[src/rtl/maxpool2d_stream.sv]
// Streaming K x K pooling over a raster pixel stream, one pixel (CH lanes) per cycle.
// Define POOL_AVG_EN to add the avg_mode_i port and average pooling.
module maxpool2d_stream #(
  parameter int unsigned CH        = 1,
  parameter int unsigned IN_H      = 8,
  parameter int unsigned IN_W      = 8,
  parameter int unsigned K         = 2,
  parameter int unsigned STRIDE    = 2,
  parameter int unsigned WIDTH     = 16,
  parameter string       PRECISION = "Q8.8"
) (
  input  logic                clk_i,
  input  logic                rst_i,
  input  logic                in_valid_i,
  output logic                in_ready_o,
  input  logic [CH*WIDTH-1:0] in_data_i,
  output logic                out_valid_o,
  input  logic                out_ready_i,
  output logic [CH*WIDTH-1:0] out_data_o,
  output logic                out_last_o
`ifdef POOL_AVG_EN
  ,
  input  logic                avg_mode_i
`endif
);

  localparam int unsigned OUT_H = (IN_H - K) / STRIDE + 1;
  localparam int unsigned OUT_W = (IN_W - K) / STRIDE + 1;
`ifdef POOL_AVG_EN
  localparam int unsigned Shift = $clog2(K * K);
`else
  localparam int unsigned Shift = 0;
`endif
  localparam int unsigned AccW = WIDTH + Shift;
  localparam int unsigned ColW = (IN_W > 1) ? $clog2(IN_W) : 1;
  localparam int unsigned RowW = (IN_H > 1) ? $clog2(IN_H) : 1;
  // Phase counters must also represent K itself for the membership compare.
  localparam int unsigned PhW  = $clog2(STRIDE + 1);
  localparam int unsigned OhW  = $clog2(IN_H / STRIDE + 2);
  localparam int unsigned OwW  = $clog2(IN_W / STRIDE + 2);
  localparam int unsigned IdxW = (OUT_W > 1) ? $clog2(OUT_W) : 1;

  if (STRIDE < K) begin : g_bad_stride
    $error("maxpool2d_stream: STRIDE must be >= K");
  end
  if (IN_H < K || IN_W < K) begin : g_bad_size
    $error("maxpool2d_stream: input map smaller than window");
  end
  if (PRECISION == "") begin : g_bad_prec
    $error("maxpool2d_stream: empty precision tag");
  end
`ifdef POOL_AVG_EN
  if ((K & (K - 1)) != 0) begin : g_bad_k
    $error("maxpool2d_stream: K must be a power of two for averaging");
  end
`endif

  typedef logic signed [AccW-1:0] acc_t;

  logic [ColW-1:0]     col_q, col_d;
  logic [RowW-1:0]     row_q, row_d;
  logic [PhW-1:0]      cph_q, cph_d, rph_q, rph_d;
  logic [OwW-1:0]      ow_q, ow_d;
  logic [OhW-1:0]      oh_q, oh_d;
  logic                rdy_q;
  acc_t                acc_q [OUT_W][CH];
  acc_t                x_ext [CH];
  acc_t                comb  [CH];
  logic [CH*WIDTH-1:0] res, out_data_q;
  logic                out_valid_q, out_last_q;
  logic                in_fire, in_win, win_first, win_last, frame_last, avg_eff;
  logic [IdxW-1:0]     idx;

  assign in_ready_o  = rdy_q && (!out_valid_q || out_ready_i);
  assign in_fire     = in_valid_i && in_ready_o;
  assign in_win      = (rph_q < PhW'(K)) && (cph_q < PhW'(K)) &&
                       (oh_q < OhW'(OUT_H)) && (ow_q < OwW'(OUT_W));
  assign win_first   = (rph_q == '0) && (cph_q == '0);
  assign win_last    = (rph_q == PhW'(K - 1)) && (cph_q == PhW'(K - 1));
  assign frame_last  = (oh_q == OhW'(OUT_H - 1)) && (ow_q == OwW'(OUT_W - 1));
  assign idx         = IdxW'(ow_q);
  assign out_valid_o = out_valid_q;
  assign out_data_o  = out_data_q;
  assign out_last_o  = out_valid_q && out_last_q;

`ifdef POOL_AVG_EN
  logic avg_q;
  // Pixel (0,0) uses the live mode; later pixels use the value latched with it.
  assign avg_eff = (row_q == '0 && col_q == '0) ? avg_mode_i : avg_q;
`else
  assign avg_eff = 1'b0;
`endif

  always_comb begin
    res = '0;
    for (int c = 0; c < CH; c++) begin
      x_ext[c] = acc_t'($signed(in_data_i[c*WIDTH +: WIDTH]));
      if (win_first) begin
        comb[c] = x_ext[c];
      end else if (avg_eff) begin
        comb[c] = acc_q[idx][c] + x_ext[c];
      end else begin
        comb[c] = (x_ext[c] > acc_q[idx][c]) ? x_ext[c] : acc_q[idx][c];
      end
      res[c*WIDTH +: WIDTH] = avg_eff ? WIDTH'(comb[c] >>> Shift) : WIDTH'(comb[c]);
    end
  end

  always_comb begin
    col_d = col_q;
    row_d = row_q;
    cph_d = cph_q;
    rph_d = rph_q;
    ow_d  = ow_q;
    oh_d  = oh_q;
    if (in_fire) begin
      if (col_q == ColW'(IN_W - 1)) begin
        col_d = '0;
        cph_d = '0;
        ow_d  = '0;
        if (row_q == RowW'(IN_H - 1)) begin
          row_d = '0;
          rph_d = '0;
          oh_d  = '0;
        end else begin
          row_d = row_q + 1'b1;
          if (rph_q == PhW'(STRIDE - 1)) begin
            rph_d = '0;
            oh_d  = oh_q + 1'b1;
          end else begin
            rph_d = rph_q + 1'b1;
          end
        end
      end else begin
        col_d = col_q + 1'b1;
        if (cph_q == PhW'(STRIDE - 1)) begin
          cph_d = '0;
          ow_d  = ow_q + 1'b1;
        end else begin
          cph_d = cph_q + 1'b1;
        end
      end
    end
  end

  always_ff @(posedge clk_i or posedge rst_i) begin
    if (rst_i) begin
      col_q       <= '0;
      row_q       <= '0;
      cph_q       <= '0;
      rph_q       <= '0;
      ow_q        <= '0;
      oh_q        <= '0;
      rdy_q       <= 1'b0;
      out_valid_q <= 1'b0;
      out_data_q  <= '0;
      out_last_q  <= 1'b0;
`ifdef POOL_AVG_EN
      avg_q       <= 1'b0;
`endif
      for (int o = 0; o < OUT_W; o++) begin
        for (int c = 0; c < CH; c++) begin
          acc_q[o][c] <= '0;
        end
      end
    end else begin
      col_q <= col_d;
      row_q <= row_d;
      cph_q <= cph_d;
      rph_q <= rph_d;
      ow_q  <= ow_d;
      oh_q  <= oh_d;
      rdy_q <= 1'b1;
`ifdef POOL_AVG_EN
      if (in_fire && row_q == '0 && col_q == '0) begin
        avg_q <= avg_mode_i;
      end
`endif
      if (in_fire && in_win && !win_last) begin
        for (int c = 0; c < CH; c++) begin
          acc_q[idx][c] <= comb[c];
        end
      end
      // in_fire implies the output register is free or draining this cycle.
      if (in_fire && in_win && win_last) begin
        out_valid_q <= 1'b1;
        out_data_q  <= res;
        out_last_q  <= frame_last;
      end else if (out_ready_i) begin
        out_valid_q <= 1'b0;
      end
    end
  end

endmodule

[config.mk]
export PLATFORM = sky130hd
export DESIGN_NAME = maxpool2d_stream
export DESIGN_NICKNAME = d
export VERILOG_FILES = /design/src/rtl/maxpool2d_stream.sv
export SDC_FILE = /design/constraint.sdc
export NUM_CORES = 1
export LEC_CHECK = 0
export CORE_ASPECT_RATIO = 1.5
export CORE_UTILIZATION = 55
export CTS_BUF_LIST = sky130_fd_sc_hd__clkbuf_4 sky130_fd_sc_hd__clkbuf_8
export DETAILED_ROUTE_END_ITERATION = 8
export PLACE_DENSITY = 0.76
export SLEW_MARGIN = 0
export SYNTH_ARGS = -nofsm -noshare
export SYNTH_HDL_FRONTEND = slang
export SYNTH_SLANG_ARGS = --single-unit
[constraint.sdc]
create_clock -name clk_i -period 4.84 [get_ports clk_i]
set_clock_uncertainty 0.2 [all_clocks]
set_input_delay 0.484 -clock clk_i [delete_from_list [all_inputs] [get_ports clk_i]]
set_output_delay 0.484 -clock clk_i [all_outputs]
set_load 0.005 [all_outputs]
==> reports/qor.txt <==
Unrepaired setup endpoints after global routing: no
Power Density: 693 nW/um^2
First-pass GRT wire length: 18200 um
Clock root buffer: clkbuf_8
Congestion Overflow GR: 0
Antenna violations before repair: 0
Post-Place Cells: 624
Status: complete, no violations
Clock transition at path regs: 0.09 ns
Critical R2R Launch: ow_q[1]$_DFFE_PP0P_
Final Hold Viols: 0
Simple-gate share of the synthesized area: 0.160
Area taken by multi-input logic gates: 2340 um^2
Layout cells sized above 1: 0.106
Wire length per cell: 16.9 um
CP arrival: 4.54 ns
Startpoint types: flop
Final setup fails: 0
DRC Markers: 0
Post-CTS sizing: 0
Ports: 39
Core Footprint: 8780 um^2
DP HPWL: 7150 um
Ys Warns: 0
CTS Buffer Depth: 2
Synthesized net count: 551
Worst r2r dst: acc_q[43]$_DFFE_PP0P_
Hold Crit Class: reg2reg
Worst reg2reg setup slack: 0.39 ns
Drt pass-1 iters: 5
CTS buffer count: 9
Worst-Skew Late Latency: 0.38 ns
Main combinational cell family by area after synthesis: compound AO/OA/AOI/OAI gates
DIE AREA: 9420 um^2
Initial core utilization: 0.566
TritonCTS Sinks: 99
Adder and majority gate portion of the synthesized area: 0.0681
Synth Flop Type: dfrtp_1
Seq. cell area: 2480 um^2
Worst vdd ir: 0.266 mV
Detail Route Antenna Nets: 0
Max_slew headroom: 0.137
Hold path start: col_q[1]$_DFFE_PP0P_
DRT Wirelength: 10800 um
Number of global-route vias before repair: 3891
Post-synth ARST share: 1.00
Largest net degree at the start of global routing: 68
Pwr Total: 3.90 mW
Cells after synthesis: 504
DP Area: 5410 um^2
Mux contribution to synthesized area: 0.0734
Lkg Pwr: 2.38 nW
H-tree levels: 3
Crit path kind: reg2reg
# rows: 42
Post-synth EDFFs: 0
CP Capture Point: acc_q[43]$_DFFE_PP0P_
Req. time, crit path: 4.93 ns
Share of the yosys chip area belonging to registers: 0.499
Routed vias/inst: 6.00
Non-Filler Instances: 640
Max-cap viol count: 0
Post-CTS Hold Buffers: 0
Nets@finish: 572
Worst-case reg-to-reg path depth: 10
Synth Register Bits: 99
Area growth, synth to finish: 13.3%
Fillers: 709
Crit end category: flop
RePlAce Congestion: 0.831
Worst Setup SP: ow_q[1]$_DFFE_PP0P_
Fin. max-slew vios: 0
Post-synth cell types: 36
Post-CTS setup buffers: 0
Compound-Gate Fraction of Synth Area: 0.168
Xor and xnor area share after synthesis: 0
Antenna diodes: 0
Final min period: 4.45 ns
Worst Tran Pin Value: 1.29 ns
Mean post-synth cell area: 9.85 um^2
Die height: 118 um
CTS tree: done
Part of the cycle the worst path needs: 0.920
Fin area: 5630 um^2
IO Port Bufs: 38
Die Wd: 79.6 um
Fmax: 225 MHz
Detailed-route via count: 3839
Post-Syn Area: 4960 um^2
Crit-path max FO: 32
Hold Path Stages: 2
Global Route Usage Sum: 0.251
Sum Neg Setup Slack: 0 ns
Iteration-0 DRC Markers: 312
synth_stat cells (3+ instances only):
cell type,number,share of area
and2_1,8,0.010
mux2i_1,15,0.030
ha_1,27,0.068
o21ai_0,44,0.044
nand2_1,37,0.028
nor2_1,86,0.065
buf_2,3,0.0030
inv_1,6,0.0045
nor4_1,3,0.0038
nand4_1,4,0.0050
dfrtp_1,99,0.50
clkbuf_1,29,0.022
mux2_2,17,0.039
a31oi_1,80,0.10
a21oi_1,6,0.0061
or3_4,13,0.029
nor2b_1,3,0.0038
through the flow:
stage	util	hold slack (ns)	setup slack (ns)
after floorplan	-	0.250	1.22
after global placement	0.616	0.262	0.633
after detailed placement	0.616	0.268	0.479
after CTS	0.641	0.288	0.464
after global routing	0.641	0.325	0.124
final	0.641	0.281	0.389
cells by family after synthesis:
family	Yosys count
buffers and inverters	39
DFF	99
adders and majority gates	27
muxes	33
other	1
and+or+nand+nor	165
AOI/OAI and AO/OA	140
worst min-delay path by stage:
stage	end	slack [ns]
after floorplan	col_q[1]$_DFFE_PP0P_	0.25
after global placement	col_q[1]$_DFFE_PP0P_	0.26
after detailed placement	col_q[1]$_DFFE_PP0P_	0.27
after CTS	col_q[1]$_DFFE_PP0P_	0.29
after global routing	col_q[2]$_DFFE_PP0P_	0.32
final	col_q[1]$_DFFE_PP0P_	0.28
cells in the final DEF (no fill, tap or decap), drive strengths merged, types with 3 or more instances in the layout:
cell / synthesis / final
a21oi: 6 / 6
a31oi: 80 / 80
and2: 8 / 8
buf: 3 / 5
clkbuf: 30 / 15
clkdlybuf4s50: 0 / 38
dfrtp: 99 / 99
ha: 27 / 27
inv: 6 / 6
mux2: 17 / 17
mux2i: 15 / 15
nand2: 37 / 37
nand4: 4 / 4
nor2: 86 / 86
nor2b: 3 / 3
nor4: 3 / 3
o21ai: 44 / 44
or3: 15 / 15
power breakdown:
group          switching [mW]  internal (mW)  leakage (nW)
clock network           0.277          0.299         0.114
logic                    1.06          0.844          1.09
registers               0.223           1.19          1.18
layer usage:
layer | routed length, um | track usage | up-vias
met5 | 0 | 0 | -
met4 | 294 | 0.125 | 0
met3 | 449 | 0.0471 | 22
met2 | 5500 | 0.421 | 95
met1 | 4580 | 0.301 | 1867
li1 | - | - | 1855
critical path, cell delays in order (launching register included):
cell and delay, ns:
dfrtp_1 0.63, buf_12 0.27, mux2_2 0.35, o21ai_0 0.23, ha_1 0.21, nand4_1 0.18, nor4_1 0.40, a21boi_0 0.22
o31a_1 0.90, o21ai_0 0.49, a31oi_1 0.27
final cells by class:
type	instances	share of cell area
clock inverters	1	0.00534
well taps	110	0.0245
repair buffers	43	0.0765
clock buffers	15	0.0334
multi-input cells	366	0.415
flip-flops and latches	99	0.440
inverters	6	0.00445
sequential cells by signal, summed over array words and instances (netlist names), 2 cells and up:
name	count
acc_q	64
out_data_o	16
col_q	3
oh_q	3
ow_q	3
row_q	3
cph_q	2
rph_q	2
Power figures use the tool's default switching activity.
